**src/rtl/program_counter_if.sv**
```systemverilog
// Fetch-address bus between the control path and the program counter.
// Stack control and status signals exist only when PC_CALL_STACK_EN is defined.
interface program_counter_if #(
  parameter int unsigned WIDTH = 15
);
  logic [WIDTH-1:0] in1;
  logic             re;
  logic             inc;
  logic [WIDTH-1:0] out1;
  logic             wrap;
`ifdef PC_CALL_STACK_EN
  logic             call;
  logic             ret;
  logic             stk_full;
  logic             stk_empty;
`endif

`ifdef PC_CALL_STACK_EN
  modport master (
    output in1, re, inc, call, ret,
    input  out1, wrap, stk_full, stk_empty
  );
  modport slave (
    input  in1, re, inc, call, ret,
    output out1, wrap, stk_full, stk_empty
  );
`else
  modport master (
    output in1, re, inc,
    input  out1, wrap
  );
  modport slave (
    input  in1, re, inc,
    output out1, wrap
  );
`endif
endinterface

```
**src/rtl/program_counter.sv**
```systemverilog
// Fetch-stage instruction-address register: reset, absolute load, increment or hold.
// Optional return-address stack (call/ret) compiled in when PC_CALL_STACK_EN is defined.
// Priority per edge: rst, ret, call, re, inc, hold.
module program_counter #(
  parameter int unsigned      WIDTH        = 15,
  parameter logic [WIDTH-1:0] RESET_VECTOR = '0,
  parameter int unsigned      STACK_DEPTH  = 4
) (
  input logic               clk,
  input logic               rst,
  program_counter_if.slave  bus
);

  logic [WIDTH-1:0] pc_q, pc_d;
  logic             wrap_q, wrap_d;
  logic [WIDTH-1:0] pc_plus1;

  assign pc_plus1 = pc_q + WIDTH'(1);

`ifdef PC_CALL_STACK_EN
  localparam int unsigned PtrW = $clog2(STACK_DEPTH);
  localparam logic [PtrW:0] Depth = (PtrW + 1)'(STACK_DEPTH);

  // sp_q counts occupied entries (0..STACK_DEPTH); top of stack is at sp_q-1.
  logic [WIDTH-1:0] stack_q [STACK_DEPTH];
  logic [PtrW:0]    sp_q, sp_d;
  logic [PtrW-1:0]  top_idx;
  logic             push, stk_full, stk_empty;

  assign stk_empty = (sp_q == '0);
  assign stk_full  = (sp_q == Depth);
  assign top_idx   = sp_q[PtrW-1:0] - PtrW'(1);
`endif

  // Next-state selection in priority order.
  always_comb begin
    pc_d   = pc_q;
    wrap_d = 1'b0;
`ifdef PC_CALL_STACK_EN
    sp_d = sp_q;
    push = 1'b0;
    if (bus.ret) begin
      // Return on empty stack leaves everything unchanged.
      if (!stk_empty) begin
        pc_d = stack_q[top_idx];
        sp_d = sp_q - (PtrW + 1)'(1);
      end
    end else if (bus.call) begin
      pc_d = bus.in1;
      // A full stack drops the return address but still takes the jump.
      if (!stk_full) begin
        push = 1'b1;
        sp_d = sp_q + (PtrW + 1)'(1);
      end
    end else
`endif
    if (bus.re) begin
      pc_d = bus.in1;
    end else if (bus.inc) begin
      pc_d   = pc_plus1;
      wrap_d = &pc_q;
    end
  end

  // PC and wrap flag registers with synchronous reset.
  always_ff @(posedge clk) begin
    if (rst) begin
      pc_q   <= RESET_VECTOR;
      wrap_q <= 1'b0;
    end else begin
      pc_q   <= pc_d;
      wrap_q <= wrap_d;
    end
  end

`ifdef PC_CALL_STACK_EN
  // Stack pointer; storage itself needs no reset since sp_q gates all reads.
  always_ff @(posedge clk) begin
    if (rst) begin
      sp_q <= '0;
    end else begin
      sp_q <= sp_d;
    end
  end

  // Return-address storage written at the current free slot.
  always_ff @(posedge clk) begin
    if (!rst && push) begin
      stack_q[sp_q[PtrW-1:0]] <= pc_plus1;
    end
  end

  assign bus.stk_full  = stk_full;
  assign bus.stk_empty = stk_empty;
`endif

  assign bus.out1 = pc_q;
  assign bus.wrap = wrap_q;

endmodule

```
**src/flat_wrapper.sv**
```systemverilog
// flat-port wrapper written by rule: the top's interface ports become plain ports
module program_counter_flat 
#(
  parameter int unsigned      WIDTH        = 15,
  parameter logic [WIDTH-1:0] RESET_VECTOR = '0,
  parameter int unsigned      STACK_DEPTH  = 4
)
  (clk, rst, bus_in1, bus_re, bus_inc, bus_out1, bus_wrap);
  program_counter_if #(.WIDTH(WIDTH)) bus_i ();
  input logic clk;
  input logic rst;
  input wire logic [$bits(bus_i.in1)-1:0] bus_in1;
  input wire logic [$bits(bus_i.re)-1:0] bus_re;
  input wire logic [$bits(bus_i.inc)-1:0] bus_inc;
  output wire logic [$bits(bus_i.out1)-1:0] bus_out1;
  output wire logic [$bits(bus_i.wrap)-1:0] bus_wrap;
  assign bus_i.in1 = bus_in1;
  assign bus_i.re = bus_re;
  assign bus_i.inc = bus_inc;
  assign bus_out1 = bus_i.out1;
  assign bus_wrap = bus_i.wrap;
  program_counter #(.WIDTH(WIDTH), .RESET_VECTOR(RESET_VECTOR), .STACK_DEPTH(STACK_DEPTH)) u_core (.clk(clk), .rst(rst), .bus(bus_i));
endmodule
```
**config.mk**
```make
export PLATFORM = sky130hd
export DESIGN_NAME = program_counter_flat
export DESIGN_NICKNAME = d
export VERILOG_FILES = /design/src/rtl/program_counter_if.sv /design/src/rtl/program_counter.sv /design/src/flat_wrapper.sv
export SDC_FILE = /design/constraint.sdc
export NUM_CORES = 1
export LEC_CHECK = 0
export ABC_AREA = 1
export CELL_PAD_IN_SITES_DETAIL_PLACEMENT = 0
export CELL_PAD_IN_SITES_GLOBAL_PLACEMENT = 1
export CORE_MARGIN = 10
export CORE_UTILIZATION = 34
export CTS_BUF_LIST = sky130_fd_sc_hd__clkbuf_4 sky130_fd_sc_hd__clkbuf_8
export DETAILED_ROUTE_END_ITERATION = 10
export PLACE_DENSITY = 0.92
export SETUP_SLACK_MARGIN = 0.1
export SLEW_MARGIN = 20
export SYNTH_ARGS = -nofsm -noshare
export SYNTH_HDL_FRONTEND = slang
export SYNTH_SLANG_ARGS = --single-unit
```
**constraint.sdc**
```tcl
create_clock -name clk -period 2.6 [get_ports clk]
set_input_delay 0.52 -clock clk [delete_from_list [all_inputs] [get_ports clk]]
set_output_delay 0.52 -clock clk [all_outputs]
set_load 0.005 [all_outputs]
```
==> results_dict.tcl, run 1 <==
set metrics [dict create \
    crit_family "buffers and inverters" \
    power.leakage_nw 0.599 \
    cp_max_fo 5 \
    slew_headroom_pct 67.0 \
    synth_nets 161 \
    reg2reg_slack_ns 1.16 \
    async_reset_ff_share_pct 0 \
    ys_top_cells_by_area "dfxtp_1, nand2_1, nand3_1" \
    internal-power_mw 0.381 \
    post-route-min-period_ns 1.85 \
    power.switching_mw 0.146 \
    fp.dieH_microns 73.9 \
    dpl.hpwl_microns 2250 \
    peakVddDrop_mv 0.225 \
    drt_first_iter_violations 99 \
    overflow 0 \
    startpoint_type "flip-flop" \
    ys_types 22 \
    worstSkewPairLatency_ns 0.28 \
    syn_inst 141 \
    swShare_pct 27.7 \
    yosysMostFrequentCell "nand2_1" \
    setup_tns_ns 0 \
    via_per_inst 5.29 \
    final_util_pct 50.2 \
    drv_slew 0 \
    cts_buffer_depth 2 \
    fin_skew_ns 0.00810 \
    min_period_over_period_pct 71.1 \
    cp.arrival_ns 1.33 \
    syn_avg_cell_area_sq_um 6.99 \
    rows 19 \
    synth_top_area_share_pct 32.5 \
    port_buffers 34 \
    status "completed" \
    cts_hold_buf 0 \
    ys_top_cells_by_count "nand2_1, dfxtp_1, inv_1, nand3_1, a22oi_1" \
    path_class "reg -> out" \
    clkTransAtPathRegs_ns 0.10 \
    final-hold-violation-count 0 \
    nets 198 \
    ys_ff_latch 16 \
    synth_top_area_cell "dfxtp_1" \
    min_path_type "reg -> reg" \
    grt_pass1_vias 1051 \
    setup_viol 0 \
    syn_area_sq_um 986 \
    yosys_warnings 0 \
    ant_nets 0 \
    grt_pass1_wl_microns 4800 \
    cts_sinks 16 \
    ys.flop_type "dfxtp_1" \
    htree_num_levels 1 \
    fin_area_sq_um 1390 \
    p_clk_share_pct 24.6 \
    place_area_sq_um 1360 \
    drtPass1Iterations 4 \
    power.density_nw_per_um2 381 \
    die_area_sq_um 5450 \
    antenna_found_initial 0 \
    ys_seq_area_share_pct 32.5 \
    coreArea_sq_um 2760 \
    worst_pin_slew_ns 0.493 \
    clock_tree.root_cell "clkbuf_4" \
    synth_edf_count 0 \
    rsz0062_at_grt "false" \
    gp_congestion 0.812 \
    pwr-share-seq_pct 53.5 \
    cp_slowest_cell "clkdlybuf4s50_1" \
    drt-wirelength-per-cell_microns 14.4 \
    drc 0 \
    pin_count 35 \
    cp.required_ns 2.08 \
    postCtsSetupRepairBufs 0 \
    diodes 0 \
    cts_buffers 3 \
    tritoncts "yes" \
    vias 1096 \
    endpoint_kind "output pin" \
    grt_max_degree 14 \
    drv_cap 0 \
    layout-drive-gt1-share_pct 7.95 \
    wirelength_microns 2990 \
    initial_core_util_pct 35.8 \
    path_cells "clkdlybuf4s50_1" \
    slowest_delay_ns 0.57 \
    die_w_microns 73.9 \
    grt_usage_pct 10.9 \
    fmax_mhz 541 \
    post_cts_resize_count 0 \
    cp_num_buf_inv 1 \
    syn2layout_area_growth_pct 40.5 \
    comb_power_share_pct 21.9 \
]
==> state kept, by name (all words and copies together) (netlist names) <==
signal	count
u_core.bus.out1	15
u_core.bus.wrap	1
==> metal layers <==
metal	vias up	GRT usage (%)	routed length, microns	share of wire, %
met5	-	0	0	0
met4	0	4.14	27	0.90
met3	4	4.44	308	10
met2	38	17.4	1340	45
met1	511	12.5	1310	44
li1	543	-	-	-
==> area by class of cell <==
type,count,area [sq um]
flip-flops and latches,16,320
inverters,16,60.1
clock buffers,3,22.5
repair buffers,36,355
multi-input cells,105,588
fillers,294,1370
well taps,31,38.8
==> metrics by stage <==
| stage | hold WS, ns | instances | setup slack (ns) | power, mW |
|---|---|---|---|---|
| global route | 0.595 | 207 | 0.674 | 0.560 |
| finish | 0.540 | 207 | 0.751 | 0.528 |
| CTS | 0.546 | 207 | 0.729 | 0.537 |
| global placement | 0.534 | 204 | 0.591 | 0.401 |
| detailed placement | 0.532 | 204 | 0.549 | 0.403 |
| floorplan | 0.505 | 141 | 1.33 | 0.330 |
==> cells in the final DEF, fill, tap and decap left out, types with 2 or more instances in the layout <==
master,n
a31oi_1,2
buf_4,2
inv_1,16
nand4_1,5
nor2_8,2
xnor2_1,2
nand2_1,36
nand3_2,3
xor2_1,3
clkdlybuf4s50_1,34
o21ai_0,3
a22oi_1,10
dfxtp_1,16
clkbuf_4,3
nand3_1,16
nor2_1,8
a21oi_1,9
==> final timing paths <==
kind	cells past startpoint	to	from
min	2	u_core.bus.wrap	u_core.bus.out1[13]
max reg2reg	7	u_core.bus.out1[12]	u_core.bus.out1[0]
min reg2reg	2	u_core.bus.wrap	u_core.bus.out1[13]
max	1	bus_out1[3]	u_core.bus.out1[3]
==> cell families (layout without fill, tap and decap cells) <==
kind of cell	after synthesis	after routing	synth area share [%]
simple gates	74	74	38.1
flops	16	16	32.5
fa+ha+maj	1	1	1.27
buf+inv	20	55	7.87
xor+xnor	5	5	4.44
compound gates	25	25	15.9
==> power by group through the flow <==
stage	combinational, mW	sequential, mW	clock, mW
3_3_place_gp	0.114	0.287	0
6_report	0.115	0.282	0.130
3_5_place_dp	0.116	0.287	0
2_1_floorplan	0.0459	0.284	0
4_1_cts	0.117	0.282	0.139
5_1_grt	0.127	0.286	0.146
Note: power is estimated with default switching activity, not from simulation.
==> inputs of run 2 (changes only) <==
CORE_UTILIZATION = 28   (was 34)
PLACE_DENSITY = 0.81   (was 0.92)
clock period = 1.5 ns   (was 2.6 ns; I/O delays follow)
==> run 2 against run 1 <==
Effect of this change:
- die area up 15%
- register-to-register slack got worse by 0.91 ns
- global-route usage down 0.28 points
- cell area rose by 18%
- sequential power increased by 65%
- critical path depth rose by 7
- core utilization shrank 1.8 points
- first-iteration DRC count shrank 30%
- wire length rose by 9.7%
- clock-buffer cell count increased by 1
- clock skew up 0.0079 ns
- sequential share of layout area shrank 0.45 points
- largest power group unchanged
==> results_dict.tcl, run 2 (synthesis gave the netlist of run 1 again) <==
set metrics [dict create \
    status "completed" \
    ant_nets 0 \
    grt_usage_pct 10.6 \
    dpl.hpwl_microns 2350 \
    tritoncts "yes" \
    drt_first_iter_violations 69 \
    drv_slew 0 \
    worst_pin_slew_ns 0.256 \
    place_area_sq_um 1430 \
    vias 1138 \
    grt_pass1_vias 1176 \
    peakVddDrop_mv 0.331 \
    path_cells "clkdlybuf4s50_1, inv_1, nand2_1, clkinvlp_4, nand2_1, nand2_1, nand2_1, inv_1" \
    grt_max_degree 12 \
    largest_register_ffs 15 \
    path_class "in -> reg" \
    pin_count 35 \
    cts_buffers 3 \
    min_path_type "in -> reg" \
    mostFrequentLayoutCells "nand2_1, buf_4, clkdlybuf4s50_1" \
    drv_cap 0 \
    diodes 0 \
    final-hold-violation-count 0 \
    power.density_nw_per_um2 627 \
    drc 0 \
    wl_met2_microns 1510 \
    startpoint_type "primary input" \
    wl_met1_microns 1490 \
    grt_pass1_wl_microns 5460 \
    die_w_microns 79.3 \
    layout_commonest_cell "nand2_1" \
    fmax_mhz 758 \
    antenna_found_initial 0 \
    drtPass1Iterations 4 \
    post-place-ws_ns -0.0617 \
    cts_hold_buf 0 \
    coreArea_sq_um 3360 \
    crit_family "buffers and inverters" \
    die_area_sq_um 6290 \
    fp.dieH_microns 79.3 \
    fin_area_sq_um 1630 \
    fin_skew_ns 0.0160 \
    wirelength_microns 3280 \
    overflow 0 \
    syn2layout_area_growth_pct 65.1 \
    port_buffers 34 \
    postLayoutSetupSlackWorst_ns 0.180 \
    worstSkewPairLatency_ns 0.30 \
    top_layer_used "met4" \
    cp_num_buf_inv 4 \
    path_common_cell "nand2_1" \
    setup_viol 0 \
    layout-drive-gt1-share_pct 26.4 \
    cp_max_fo 11 \
    met3_length_microns 256 \
    htree_num_levels 1 \
    endpoint_kind "flip-flop" \
    cts_buffer_depth 2 \
    nets 218 \
    rsz0062_at_grt "false" \
    gp_congestion 0.804 \
    cp.arrival_ns 1.51 \
    min_period_over_period_pct 88.0 \
    clock_tree.root_cell "clkbuf_4" \
    drt-wirelength-per-cell_microns 13.5 \
    initial_core_util_pct 29.3 \
    cp_slowest_cell "clkdlybuf4s50_1" \
    rows 21 \
    slew_headroom_pct 82.9 \
    power.leakage_nw 0.775 \
    slowest_delay_ns 0.53 \
    post-route-min-period_ns 1.32 \
    via_per_inst 4.68 \
    clkTransAtPathRegs_ns 0.12 \
    cts_sinks 16 \
    cp.required_ns 1.69 \
]
run 2: cell count changes in the layout (fill, tap and decap cells not counted), moves of 3 or more:
cell             change
dfxtp_2              +3
buf_4               +19
dfxtp_1             -15
dfxtp_4             +12
dlygate4sd2_1       +15
clkdlybuf4s50_1     -16
run 2: final cells by class:
class                   instances  area (sq um)
inverters                      16          63.8
repair buffers                 55           482
flip-flops and latches         16           369
well taps                      46          57.6
clock buffers                   4          36.3
fillers                       360          1740
multi-input cells             106           619
run 2: metrics by stage:
step / cells / utilization, % / hold slack (ns) / TNS (ns) / power, mW
floorplan: 141 / - / 0.470 / 0 / 0.573
global placement: 226 / 42.6 / 0.536 / -0.0196 / 0.711
detailed placement: 226 / 42.6 / 0.542 / -0.496 / 0.714
CTS: 242 / 47.3 / 0.557 / 0 / 1.02
global route: 243 / 48.4 / 0.572 / 0 / 1.08
finish: 243 / 48.4 / 0.553 / 0 / 1.02
run 2: what timing repair did:
item / in CTS / in global routing
resized for setup: 42 / 5
setup buffers: 12 / 0
pin swaps: 0 / 1
endpoints found under the setup margin: 21 / 6
cloned: 0 / 1
run 2: power breakdown:
part	total (mW)	internal [mW]	switching [mW]
combinational	0.252	0.140	0.113
sequential	0.464	0.443	0.0209
clock	0.305	0.148	0.157
run 2: path summary, 6_finish.rpt:
kind	startpoint	end	slack [ns]	cells past startpoint
max	bus_re	u_core.bus.out1[1]	0.18	8
min reg2reg	u_core.bus.out1[6]	u_core.bus.out1[6]	0.62	2
max reg2reg	u_core.bus.out1[0]	u_core.bus.out1[8]	0.25	7
min	bus_in1[3]	u_core.bus.out1[3]	0.55	3
run 2: layer usage:
metal | vias to the layer above | GRT usage, %
li1 | 590 | -
met5 | - | 0
met4 | 0 | 3.23
met3 | 2 | 3.94
met2 | 31 | 16.8
met1 | 515 | 12.9
run 2: worst min-delay path, cell delays in order:
cell and delay (ns):
clkdlybuf4s50_1 0.39, nand2_1 0.06, a31oi_1 0.07
==> inputs of run 3 (changes only) <==
GPL_TIMING_DRIVEN = 1   (was not set)
==> results of run 3 <==
No change in the layout: final DEF, timing and power equal those of run 2.
